## src/rtl/controlador_interrupciones_pkg.sv

```systemverilog
`default_nettype none
// ============================================================================
// Module      : controlador_interrupciones_pkg
// Description : Shared constants for the interrupt controller: FSM state
//               encodings, default handler vector layout and id-width helper.
// Revision    : 1.0 - initial release
// ============================================================================
package controlador_interrupciones_pkg;

    // FSM state encodings (kept as plain 2-bit constants for legacy tooling)
    localparam logic [1:0] c_ST_IDLE    = 2'd0;
    localparam logic [1:0] c_ST_REQ     = 2'd1;
    localparam logic [1:0] c_ST_SERVICE = 2'd2;

    // Default handler table layout
    localparam int c_DEF_VEC_BASE   = 'h0F00;
    localparam int c_DEF_VEC_STRIDE = 4;

    // Width of an interrupt index; never narrower than one bit
    function automatic int id_width(input int n);
        return (n > 1) ? $clog2(n) : 1;
    endfunction

endpackage : controlador_interrupciones_pkg
`default_nettype wire

```

## src/rtl/controlador_interrupciones_if.sv

```systemverilog
`default_nettype none
// ============================================================================
// Module      : controlador_interrupciones_if
// Description : CPU/peripheral side bundle of the interrupt controller:
//               request lines, mask write port, ack/return handshake and the
//               registered status outputs.
// Revision    : 1.0 - initial release
// ============================================================================
interface controlador_interrupciones_if #(
    parameter int N_IRQ = 8,
    parameter int AW    = 16
);
    localparam int IDW = controlador_interrupciones_pkg::id_width(N_IRQ);

    logic [N_IRQ-1:0] interrupcion;
    logic             mask_we;
    logic [N_IRQ-1:0] mask_wdata;
    logic             irq_ack;
    logic             irq_ret;
    logic [N_IRQ-1:0] mask;
    logic [N_IRQ-1:0] pending;
    logic             irq_req;
    logic [IDW-1:0]   irq_id;
    logic [AW-1:0]    irq_vec;
    logic             busy;

    // Environment / CPU side
    modport master (
        output interrupcion, mask_we, mask_wdata, irq_ack, irq_ret,
        input  mask, pending, irq_req, irq_id, irq_vec, busy
    );

    // Controller side
    modport slave (
        input  interrupcion, mask_we, mask_wdata, irq_ack, irq_ret,
        output mask, pending, irq_req, irq_id, irq_vec, busy
    );
endinterface : controlador_interrupciones_if
`default_nettype wire

```

## src/rtl/controlador_interrupciones_codificador_prioridad.sv

```systemverilog
`default_nettype none
// ============================================================================
// Module      : codificador_prioridad
// Description : Combinational fixed-priority encoder, lowest index wins.
// Revision    : 1.0 - initial release
// ============================================================================
module codificador_prioridad #(
    parameter int N_IRQ = 8,
    parameter int IDW   = 3
) (
    input  wire logic [N_IRQ-1:0] i_req,
    output logic                  o_valid,
    output logic [IDW-1:0]        o_id
);

    // Scan from the top down so the lowest set index is the last one written
    always_comb begin
        o_valid = |i_req;
        o_id    = '0;
        for (int i = N_IRQ - 1; i >= 0; i--) begin
            if (i_req[i]) begin
                o_id = IDW'(i);
            end
        end
    end

endmodule : codificador_prioridad
`default_nettype wire

```

## src/rtl/controlador_interrupciones.sv

```systemverilog
`default_nettype none
// ============================================================================
// Module      : controlador_interrupciones
// Description : Maskable fixed-priority interrupt controller. Latches request
//               lines (edge or level), arbitrates the enabled ones and presents
//               one request at a time as a handler address, holding it until
//               the CPU acknowledges and later returns from the handler.
// Revision    : 1.0 - initial release
// ============================================================================
module controlador_interrupciones
    import controlador_interrupciones_pkg::*;
#(
    parameter int N_IRQ      = 8,
    parameter int AW         = 16,
    parameter int VEC_BASE   = c_DEF_VEC_BASE,
    parameter int VEC_STRIDE = c_DEF_VEC_STRIDE,
    parameter bit EDGE_MODE  = 1'b1
) (
    input  wire logic                   clk,
    input  wire logic                   reset,
    controlador_interrupciones_if.slave bus
);

    localparam int IDW = id_width(N_IRQ);

    logic [N_IRQ-1:0] r_mask;
    logic [N_IRQ-1:0] r_pending;
    logic [1:0]       r_state;
    logic             r_req;
    logic [IDW-1:0]   r_id;
    logic [AW-1:0]    r_vec;
    logic             r_busy;

    logic [N_IRQ-1:0] w_masked;
    logic             w_valid;
    logic [IDW-1:0]   w_win_id;
    logic [AW-1:0]    w_win_vec;
    logic             w_ack_take;
    logic             w_ret_take;

    // Mask gates only arbitration; pending bits latch regardless
    assign w_masked   = r_pending & r_mask;
    // Ack/ret are honoured only in the state where they make sense
    assign w_ack_take = (r_state == c_ST_REQ)     && bus.irq_ack;
    assign w_ret_take = (r_state == c_ST_SERVICE) && bus.irq_ret;

    codificador_prioridad #(
        .N_IRQ (N_IRQ),
        .IDW   (IDW)
    ) u_prio (
        .i_req   (w_masked),
        .o_valid (w_valid),
        .o_id    (w_win_id)
    );

    // Handler address, naturally truncated to AW bits
    assign w_win_vec = AW'(VEC_BASE) + AW'(w_win_id) * AW'(VEC_STRIDE);

    // Mask register: writable in every state
    always_ff @(posedge clk or posedge reset) begin
        if (reset) begin
            r_mask <= '0;
        end else if (bus.mask_we) begin
            r_mask <= bus.mask_wdata;
        end
    end

    generate
        if (EDGE_MODE) begin : g_edge
            logic [N_IRQ-1:0] r_prev;
            logic [N_IRQ-1:0] w_clr;
            logic [N_IRQ-1:0] w_set;

            assign w_set = bus.interrupcion & ~r_prev;
            assign w_clr = w_ack_take ? (N_IRQ'(1) << r_id) : '0;

            // Rising edges set pending; an accepted ack clears its line, a
            // simultaneous new edge on that same line takes precedence
            always_ff @(posedge clk or posedge reset) begin
                if (reset) begin
                    r_prev    <= '0;
                    r_pending <= '0;
                end else begin
                    r_prev    <= bus.interrupcion;
                    r_pending <= (r_pending & ~w_clr) | w_set;
                end
            end
        end else begin : g_level
            // Level lines: pending simply follows the source, one cycle late
            always_ff @(posedge clk or posedge reset) begin
                if (reset) begin
                    r_pending <= '0;
                end else begin
                    r_pending <= bus.interrupcion;
                end
            end
        end
    endgenerate

    // Request / service sequencer; id and vector freeze once a request is up
    always_ff @(posedge clk or posedge reset) begin
        if (reset) begin
            r_state <= c_ST_IDLE;
            r_req   <= 1'b0;
            r_id    <= '0;
            r_vec   <= '0;
            r_busy  <= 1'b0;
        end else begin
            case (r_state)
                c_ST_IDLE: begin
                    if (w_valid) begin
                        r_state <= c_ST_REQ;
                        r_req   <= 1'b1;
                        r_id    <= w_win_id;
                        r_vec   <= w_win_vec;
                    end
                end
                c_ST_REQ: begin
                    if (w_ack_take) begin
                        r_state <= c_ST_SERVICE;
                        r_req   <= 1'b0;
                        r_busy  <= 1'b1;
                    end
                end
                c_ST_SERVICE: begin
                    if (w_ret_take) begin
                        r_state <= c_ST_IDLE;
                        r_busy  <= 1'b0;
                    end
                end
                default: begin
                    r_state <= c_ST_IDLE;
                    r_req   <= 1'b0;
                    r_busy  <= 1'b0;
                end
            endcase
        end
    end

    assign bus.mask    = r_mask;
    assign bus.pending = r_pending;
    assign bus.irq_req = r_req;
    assign bus.irq_id  = r_id;
    assign bus.irq_vec = r_vec;
    assign bus.busy    = r_busy;

endmodule : controlador_interrupciones
`default_nettype wire

```

## src/flat_wrapper.sv

```systemverilog
// flat-port wrapper written by rule: the top's interface ports become plain ports
module controlador_interrupciones_flat import controlador_interrupciones_pkg::*;
#(
    parameter int N_IRQ      = 8,
    parameter int AW         = 16,
    parameter int VEC_BASE   = c_DEF_VEC_BASE,
    parameter int VEC_STRIDE = c_DEF_VEC_STRIDE,
    parameter bit EDGE_MODE  = 1'b1
)
  (clk, reset, bus_interrupcion, bus_mask_we, bus_mask_wdata, bus_irq_ack, bus_irq_ret, bus_mask, bus_pending, bus_irq_req, bus_irq_id, bus_irq_vec, bus_busy);
  controlador_interrupciones_if #(.N_IRQ(N_IRQ), .AW(AW)) bus_i ();
  input  wire logic clk;
  input  wire logic reset;
  input wire logic [$bits(bus_i.interrupcion)-1:0] bus_interrupcion;
  input wire logic [$bits(bus_i.mask_we)-1:0] bus_mask_we;
  input wire logic [$bits(bus_i.mask_wdata)-1:0] bus_mask_wdata;
  input wire logic [$bits(bus_i.irq_ack)-1:0] bus_irq_ack;
  input wire logic [$bits(bus_i.irq_ret)-1:0] bus_irq_ret;
  output wire logic [$bits(bus_i.mask)-1:0] bus_mask;
  output wire logic [$bits(bus_i.pending)-1:0] bus_pending;
  output wire logic [$bits(bus_i.irq_req)-1:0] bus_irq_req;
  output wire logic [$bits(bus_i.irq_id)-1:0] bus_irq_id;
  output wire logic [$bits(bus_i.irq_vec)-1:0] bus_irq_vec;
  output wire logic [$bits(bus_i.busy)-1:0] bus_busy;
  assign bus_i.interrupcion = bus_interrupcion;
  assign bus_i.mask_we = bus_mask_we;
  assign bus_i.mask_wdata = bus_mask_wdata;
  assign bus_i.irq_ack = bus_irq_ack;
  assign bus_i.irq_ret = bus_irq_ret;
  assign bus_mask = bus_i.mask;
  assign bus_pending = bus_i.pending;
  assign bus_irq_req = bus_i.irq_req;
  assign bus_irq_id = bus_i.irq_id;
  assign bus_irq_vec = bus_i.irq_vec;
  assign bus_busy = bus_i.busy;
  controlador_interrupciones #(.N_IRQ(N_IRQ), .AW(AW), .VEC_BASE(VEC_BASE), .VEC_STRIDE(VEC_STRIDE), .EDGE_MODE(EDGE_MODE)) u_core (.clk(clk), .reset(reset), .bus(bus_i));
endmodule
```

## config.mk

```make
export PLATFORM = sky130hd
export DESIGN_NAME = controlador_interrupciones_flat
export DESIGN_NICKNAME = d
export VERILOG_FILES = /design/src/rtl/controlador_interrupciones_pkg.sv /design/src/rtl/controlador_interrupciones_if.sv /design/src/rtl/controlador_interrupciones_codificador_prioridad.sv /design/src/rtl/controlador_interrupciones.sv /design/src/flat_wrapper.sv
export SDC_FILE = /design/constraint.sdc
export NUM_CORES = 1
export LEC_CHECK = 0
export ABC_AREA = 1
export CORE_ASPECT_RATIO = 0.6
export CORE_MARGIN = 2
export CORE_UTILIZATION = 42
export DETAILED_ROUTE_END_ITERATION = 10
export PLACE_DENSITY = 0.87
export SKIP_CTS_REPAIR_TIMING = 1
export SLEW_MARGIN = 20
export SYNTH_ARGS = -nofsm -noshare
export SYNTH_HDL_FRONTEND = slang
export SYNTH_SLANG_ARGS = --single-unit
```

## constraint.sdc

```tcl
create_clock -name clk -period 1.4 [get_ports clk]
set_input_delay 0.28 -clock clk [delete_from_list [all_inputs] [get_ports clk]]
set_output_delay 0.28 -clock clk [all_outputs]
set_load 0.03 [all_outputs]
```

==> qor.yml, run 1 <==
end_kind: "output port"
pre_cts_slack_ns: -0.0702
crit_path_start_kind: "flip-flop"
internal_power_mw: 2.27
grt_pass1_wl_um: 4600
fin_ws_ns: 0.0832
ys_warn_count: 0
core_area_sq_um: 3220
cts_buffers: 5
pwr-share-seq_pct: 35.3
area_growth_pct: 50.8
final_cell_mix: "nand2_1 (33), dfrtp_1 (32), dlymetal6s2s_1 (23)"
finalHoldViolCount: 0
power_mw: 3.66
seqCellArea_sq_um: 801
netSwitchingFraction_pct: 38.1
crit_family: "buffers and inverters"
r2r_end: "u_core.bus.irq_id[1]"
worstPathMaxFanout: 2
synth_cells: 145
num_vias: 1079
crit_chain: "buf_4 > dlymetal6s2s_1"
drt_pass1_iterations: 4
gp_congestion: 0.861
wl_per_cell_um: 12.0
syn_area_sq_um: 1410
grt_antenna_before_repair: 0
finalCriticalPeriod_ns: 1.32
r2r_cells: 8
rsz0062_at_grt: "no"
overflow: 0
finalClockSkew_ns: 0.00651
cts_root_buf: "clkbuf_8"
antennaDiodeCount: 0
fmax_mhz: 759
ys_ff_latch: 32
cts_tree: "built"
p_comb_share_pct: 41.5
ys_types: 18
clock_latency_ns: 0.28
p_per_area_nw_per_um2: 1730
grt_max_degree: 33
fin_area_sq_um: 2120
post_synth.cell_area_avg_sq_um: 9.69
arrival_ns: 1.04
finalMaxSlewViolations: 0
grt_pass1_vias: 989
hold_class: "in -> async"
multi_input_area_sq_um: 439
p_switching_mw: 1.39
ant_nets: 0
io_buffer_count: 48
placed_cell_area_sq_um: 1940
numClockSinks: 32
final_common_cell: "nand2_1"
min_period_over_period_pct: 94.1
path_class: "reg -> out"
synth_seq_area_share_pct: 57.0
slowest_stage: "dfrtp_1"
clockPowerShare_pct: 23.2
power.leakage_nw: 1.11
final_util_pct: 65.8
dieArea_sq_um: 3840
start_util_pct: 43.6
num_rows: 16
required_ns: 1.12
hpwl_um: 2310
grt_usage_pct: 16.4
io_pins: 58
fin_setup_tns_ns: 0
wl_um: 3000
fp.dieH_um: 48.8
viasPerCell: 4.33
setup-violations-final: 0
htreeDepth: 2
layout-drive-gt1-share_pct: 19.1
cts_buffer_depth: 2
fillers: 258
drc: 0
clk_pin_slew_ns: 0.07
r2r-start: "u_core.bus.pending[7]"
cp_num_buf_inv: 2
ir_drop_v: 0.000774
drv_cap: 0
drt_iter0_markers: 45
status: "completed"
final_nets: 224
die_x_um: 78.7
r2r_slack_ns: 0.09
slowest_delay_ns: 0.35
## power by group through the flow
stage / sequential, mW / clock [mW] / combinational [mW]
after floorplan: 1.57 / 0 / 0.661
after global routing: 1.32 / 0.917 / 1.64
after global placement: 1.31 / 0 / 1.49
final: 1.29 / 0.852 / 1.52
after detailed placement: 1.31 / 0 / 1.53
after CTS: 1.30 / 0.871 / 1.53
## state kept, by name, indices dropped and copies added, names as in the netlist
name,flops
u_core.bus.busy,1
u_core.bus.irq_id,2
u_core.bus.irq_req,1
u_core.bus.irq_vec,2
u_core.bus.mask,8
u_core.bus.pending,8
u_core.g_edge.r_prev,8
u_core.r_state,2
## cells in the mapped netlist
cell type / number / area share [%]
mux2_2: 8 / 6.4
conb_1: 1 / 0.27
inv_2: 1 / 0.27
nand3_1: 1 / 0.36
a31o_2: 1 / 0.62
nor2_1: 4 / 1.1
nand2_2: 3 / 1.3
inv_1: 21 / 5.6
nor3_4: 1 / 1.2
a21oi_1: 1 / 0.36
dfrtp_1: 32 / 57
o21ai_0: 3 / 1.1
nand2_1: 33 / 8.8
o21ai_1: 16 / 5.7
nand3b_1: 2 / 1.1
buf_2: 1 / 0.36
buf_4: 15 / 8.0
o21a_1: 1 / 0.53
## how the worst max path moves through the flow
stage | startpoint | endpoint | slack (ns) | cells past startpoint
after global placement | bus_irq_ack | u_core.bus.pending[6] | -0.05 | 6
after CTS | u_core.bus.irq_vec[10] | bus_irq_vec[11] | -0.26 | 1
after floorplan | u_core.bus.pending[0] | u_core.bus.irq_id[1] | 0.17 | 7
after global routing | u_core.bus.pending[7] | u_core.bus.irq_id[1] | 0.01 | 8
after detailed placement | bus_irq_ack | u_core.bus.pending[0] | -0.07 | 6
final | u_core.bus.pending[2] | bus_pending[2] | 0.08 | 2
## worst min-delay path, cell delays in order
cell and delay [ns]:
clkdlybuf4s50_1 0.39, inv_1 0.09, buf_12 0.20
## cell type report
class                   count  share of cell area, %
repair buffers             59                   29.9
clock buffers               6                   3.42
clock inverters             2                   1.65
well taps                  45                   2.66
inverters                  22                   3.90
flip-flops and latches     32                   37.8
multi-input cells          83                   20.7
## routing by layer
| metal | part of all wire [%] | vias to the layer above | global-route usage, % |
|---|---|---|---|
| met1 | 49 | 497 | 23.1 |
| met4 | 0.47 | 0 | 6.14 |
| li1 | - | 547 | - |
| met2 | 44 | 33 | 23.1 |
| met5 | 0 | - | 0 |
| met3 | 6.7 | 2 | 6.30 |
## per-stage QoR
stage | std cells | hold slack (ns)
floorplan | 153 | 0.311
detailed placement | 240 | 0.399
finish | 249 | 0.327
global placement | 240 | 0.394
CTS | 248 | 0.335
global route | 249 | 0.360
## cell families (layout without fill, tap and decap cells)
| kind of cell | count (synthesis) | after routing | synth area share, % |
|---|---|---|---|
| multiplexers | 8 | 8 | 6.41 |
| AND/OR/NAND/NOR | 44 | 44 | 13.8 |
| buffers and inverters | 38 | 89 | 14.2 |
| AO/OA/AOI/OAI | 22 | 22 | 8.28 |
| flip-flops | 32 | 32 | 57.0 |
| other | 1 | 9 | 0.267 |
No activity file was read; power rests on OpenSTA's default activity.
==> run 2: changes to the inputs <==
Settings changed: CORE_MARGIN 2 to default.
==> qor.yml, run 2 (same netlist as run 1, synthesis figures left out) <==
num_rows: 15
power.leakage_nw: 1.11
finalHoldViolCount: 0
worst-path-stages: 2
grt_antenna_before_repair: 0
p_comb_share_pct: 42.2
multi_input_area_sq_um: 444
slowest_stage: "dfrtp_1"
cp-startpoint: "u_core.bus.pending[2]"
final_cell_mix: "dfrtp_1 (32), nand2_1 (31), dlymetal6s2s_1 (23)"
finalClockSkew_ns: 0.00437
ant_nets: 0
antennaDiodeCount: 0
seqCellArea_sq_um: 801
cts_buffers: 5
rsz0062_at_grt: "no"
cts_root_buf: "clkbuf_8"
final_nets: 225
arrival_ns: 1.04
end_kind: "output port"
fmax_mhz: 757
fp.dieH_um: 46.8
core_area_sq_um: 3020
r2r-start: "u_core.bus.pending[5]"
placed_cells: 237
viasPerCell: 4.57
worstPathMaxFanout: 2
power_mw: 3.72
clock_latency_ns: 0.28
slowest_delay_ns: 0.35
fin_setup_tns_ns: 0
wl_per_cell_um: 12.8
required_ns: 1.12
internal_power_mw: 2.29
grt_usage_pct: 18.4
gp_congestion: 0.834
drt_pass1_iterations: 4
start_util_pct: 46.5
finalMaxSlewViolations: 0
crit_path_start_kind: "flip-flop"
cp_num_buf_inv: 2
crit_chain: "buf_4 > dlymetal6s2s_1"
numClockSinks: 32
min_period_over_period_pct: 94.4
layout-drive-gt1-share_pct: 20.5
hold_class: "in -> async"
clk_pin_slew_ns: 0.07
num_vias: 1130
cts_tree: "built"
hpwl_um: 2330
finalCriticalPeriod_ns: 1.32
grt_pass1_wl_um: 4680
fin_cells: 247
status: "completed"
htreeDepth: 2
path_class: "reg -> out"
final_common_cell: "dfrtp_1"
fillers: 226
drc: 0
setup-violations-final: 0
drt_iter0_markers: 37
die_x_um: 76.7
grt_pass1_vias: 1015
wl_um: 3170
io_buffer_count: 48
drv_cap: 0
r2r_cells: 8
overflow: 0
pwr-share-seq_pct: 34.8
fin_area_sq_um: 2130
cts_buffer_depth: 2
io_pins: 58
final_util_pct: 70.4
netSwitchingFraction_pct: 38.5
p_switching_mw: 1.43
clockPowerShare_pct: 23.0
crit_family: "buffers and inverters"
placed_cell_area_sq_um: 1940
ir_drop_v: 0.000768
p_per_area_nw_per_um2: 1750
grt_max_degree: 33
dieArea_sq_um: 3590
area_growth_pct: 51.5
[run 2: worst register-to-register path: cells and delay by family, from the launching register on]
kind	cells	cell delay (ns)
buffers and inverters	1	0.15
DFF	1	0.38
and+or+nand+nor	7	0.65
[run 2: path summary, 6_finish.rpt]
path                                    endpoint  slack (ns)
min in group clk           u_core.bus.pending[7]        0.41
hold reg to reg            u_core.bus.pending[7]        0.41
hold / removal             u_core.bus.pending[4]        0.34
max in group asynchronous   u_core.bus.irq_id[0]        0.89
setup / recovery                  bus_pending[2]        0.08
setup reg to reg            u_core.bus.irq_id[1]        0.10
[run 2: layout make-up]
cell class / count / area share (%)
Sequential cell: 32 / 37.6
Timing Repair Buffer: 60 / 30.1
Multi-Input combinational cell: 83 / 20.9
Inverter: 22 / 3.88
Clock buffer: 6 / 3.41
Tap cell: 42 / 2.47
Clock inverter: 2 / 1.65
[run 2: power groups by stage]
stage	clock, mW	sequential, mW	combinational, mW
6_report	0.856	1.29	1.57
2_1_floorplan	0	1.57	0.661
4_1_cts	0.874	1.30	1.56
3_3_place_gp	0	1.30	1.52
3_5_place_dp	0	1.32	1.56
5_1_grt	0.912	1.32	1.68
[run 2: metal layers]
metal / track usage [%] / share of wire, % / vias up
met3: 6.21 / 7.7 / 2
met2: 28.4 / 45 / 51
li1: - / - / 551
met4: 6.92 / 0.66 / 0
met5: 0 / 0 / -
met1: 24.7 / 47 / 526
[run 2: through the flow]
| step | hold WS [ns] | setup slack (ns) |
|---|---|---|
| after floorplan | 0.311 | 0.175 |
| after global placement | 0.393 | -0.0709 |
| after detailed placement | 0.407 | -0.0880 |
| after CTS | 0.343 | -0.268 |
| after global routing | 0.388 | 0.00505 |
| final | 0.340 | 0.0788 |
==> RTL change, RTL diff (config.mk and constraints of run 1) <==
`AW` is set to 16 in 3 places; all go to 15.
--- a/src/rtl/controlador_interrupciones_if.sv
+++ b/src/rtl/controlador_interrupciones_if.sv
@@ -8,7 +8,7 @@
 // ============================================================================
 interface controlador_interrupciones_if #(
     parameter int N_IRQ = 8,
-    parameter int AW    = 16
+    parameter int AW    = 15
 );
     localparam int IDW = controlador_interrupciones_pkg::id_width(N_IRQ);
 
--- a/src/rtl/controlador_interrupciones.sv
+++ b/src/rtl/controlador_interrupciones.sv
@@ -11,7 +11,7 @@
     import controlador_interrupciones_pkg::*;
 #(
     parameter int N_IRQ      = 8,
-    parameter int AW         = 16,
+    parameter int AW         = 15,
     parameter int VEC_BASE   = c_DEF_VEC_BASE,
     parameter int VEC_STRIDE = c_DEF_VEC_STRIDE,
     parameter bit EDGE_MODE  = 1'b1
--- a/src/flat_wrapper.sv
+++ b/src/flat_wrapper.sv
@@ -2,7 +2,7 @@
 module controlador_interrupciones_flat import controlador_interrupciones_pkg::*;
 #(
     parameter int N_IRQ      = 8,
-    parameter int AW         = 16,
+    parameter int AW         = 15,
     parameter int VEC_BASE   = c_DEF_VEC_BASE,
     parameter int VEC_STRIDE = c_DEF_VEC_STRIDE,
     parameter bit EDGE_MODE  = 1'b1
Interface: changed (resized bus_irq_vec); port bits go from 58 to 57. No check against the original RTL was run, so the function may have changed too.
==> RTL change against run 1 <==
Maximum frequency up 2.7%. Sequential cell count is the same. Via count up 4.5%. Sequential power about the same. Routed wire length is 4.0% higher. Die area down 0.50%. Cell area is 0.18% higher. Synthesized area down 0.53%. Setup slack better by 0.035 ns. Power up 1.7%. Largest power group unchanged.
==> RTL change: results (changes against run 1) <==
The critical path ends at u_core.bus.irq_id[1]. The met2 routing resource usage after global routing was 0.266 (+0.0350). Cell count after synthesis: 144 (-0.69%). The run gives 239 (-0.42%) as the number of placed cells counting well taps.

The half-perimeter wire length after placement is 2330 um (+0.84%). The register area share after synthesis is 0.573 (+0.00306). The total length of routed met2 wires came out at 1400 um (+5.7%). The wire length of the first global-routing pass was 5000 um (+8.9%).

The run gives 280 um (+39%) as the met3 wire length. Sorting the synthesized cells by area gives the leading types as sky130_fd_sc_hd__dfrtp_1, sky130_fd_sc_hd__nand2_1, sky130_fd_sc_hd__buf_4, sky130_fd_sc_hd__mux2_2, sky130_fd_sc_hd__o21ai_1. The tools report the met1 global-route usage as 0.230 (-0.000663). The logs give 0.175 (+0.0110) for the all-layer global routing usage and 223 (-0.45%) for the final net count. The highest ir drop seen on vdd was 0.768 mV (-0.81%); the wire length the detailed router placed on met1 was 1370 um (-6.1%). The compound-cell area share of the yosys netlist is 0.0833 (+0.000445). By area, the combinational part of the netlist is dominated by simple AND/OR/NAND/NOR gates. After synthesis, the most frequently instantiated cells are sky130_fd_sc_hd__nand2_1, sky130_fd_sc_hd__dfrtp_1, sky130_fd_sc_hd__inv_1. The largest driver fanout on the critical path is 7 (+5), and the weighted congestion at the end of routability-driven global placement is 0.842 (-2.2%). The standard cell area after detailed placement was 0.00194 sq mm (-0.19%); the leakage power of the design was 1.11 nW (about the same). The reg2reg setup slack was 0.12 ns (+0.03 ns). The flow ran to the end, and the final reports show no timing, DRC or antenna violations.

Fraction of final layout cells with drive strength greater than 1: 0.197 (+0.00587). The pre-CTS worst setup slack came out at -0.0718 ns (-0.00154 ns). The number of global-route vias before repair was 1,120 (+13%); the routed length per instance was 12.6 um (+4.4%). The run gives 1.46 ns (+0.42 ns) as the signal arrival time at the worst endpoint.
[RTL change: cell types whose count changed after synthesis]
cell	run 1	this run
sky130_fd_sc_hd__buf_4	15	14
[RTL change: area by class of cell]
class,count,area share
sequential,32,0.377
timing repair buffer,59,0.298
multi-input combinational,82,0.209
inverter,22,0.0389
clock buffer,6,0.0342
tap,45,0.0265
clock inverter,2,0.0165
[RTL change: critical path: stages, from the launching register on]
cell and delay, ns:
sky130_fd_sc_hd__dfrtp_1 0.39, sky130_fd_sc_hd__buf_4 0.15, sky130_fd_sc_hd__nand2_1 0.09, sky130_fd_sc_hd__nand2_1 0.09, sky130_fd_sc_hd__nor2_2 0.14, sky130_fd_sc_hd__nand2_2 0.07
sky130_fd_sc_hd__nand2_4 0.09, sky130_fd_sc_hd__nand3b_1 0.11, sky130_fd_sc_hd__nand2_1 0.05
[RTL change: power breakdown]
group / switching (mW) / internal (mW) / total (mW)
clock network: 0.321 / 0.527 / 0.849
logic: 0.927 / 0.661 / 1.59
registers: 0.174 / 1.12 / 1.29
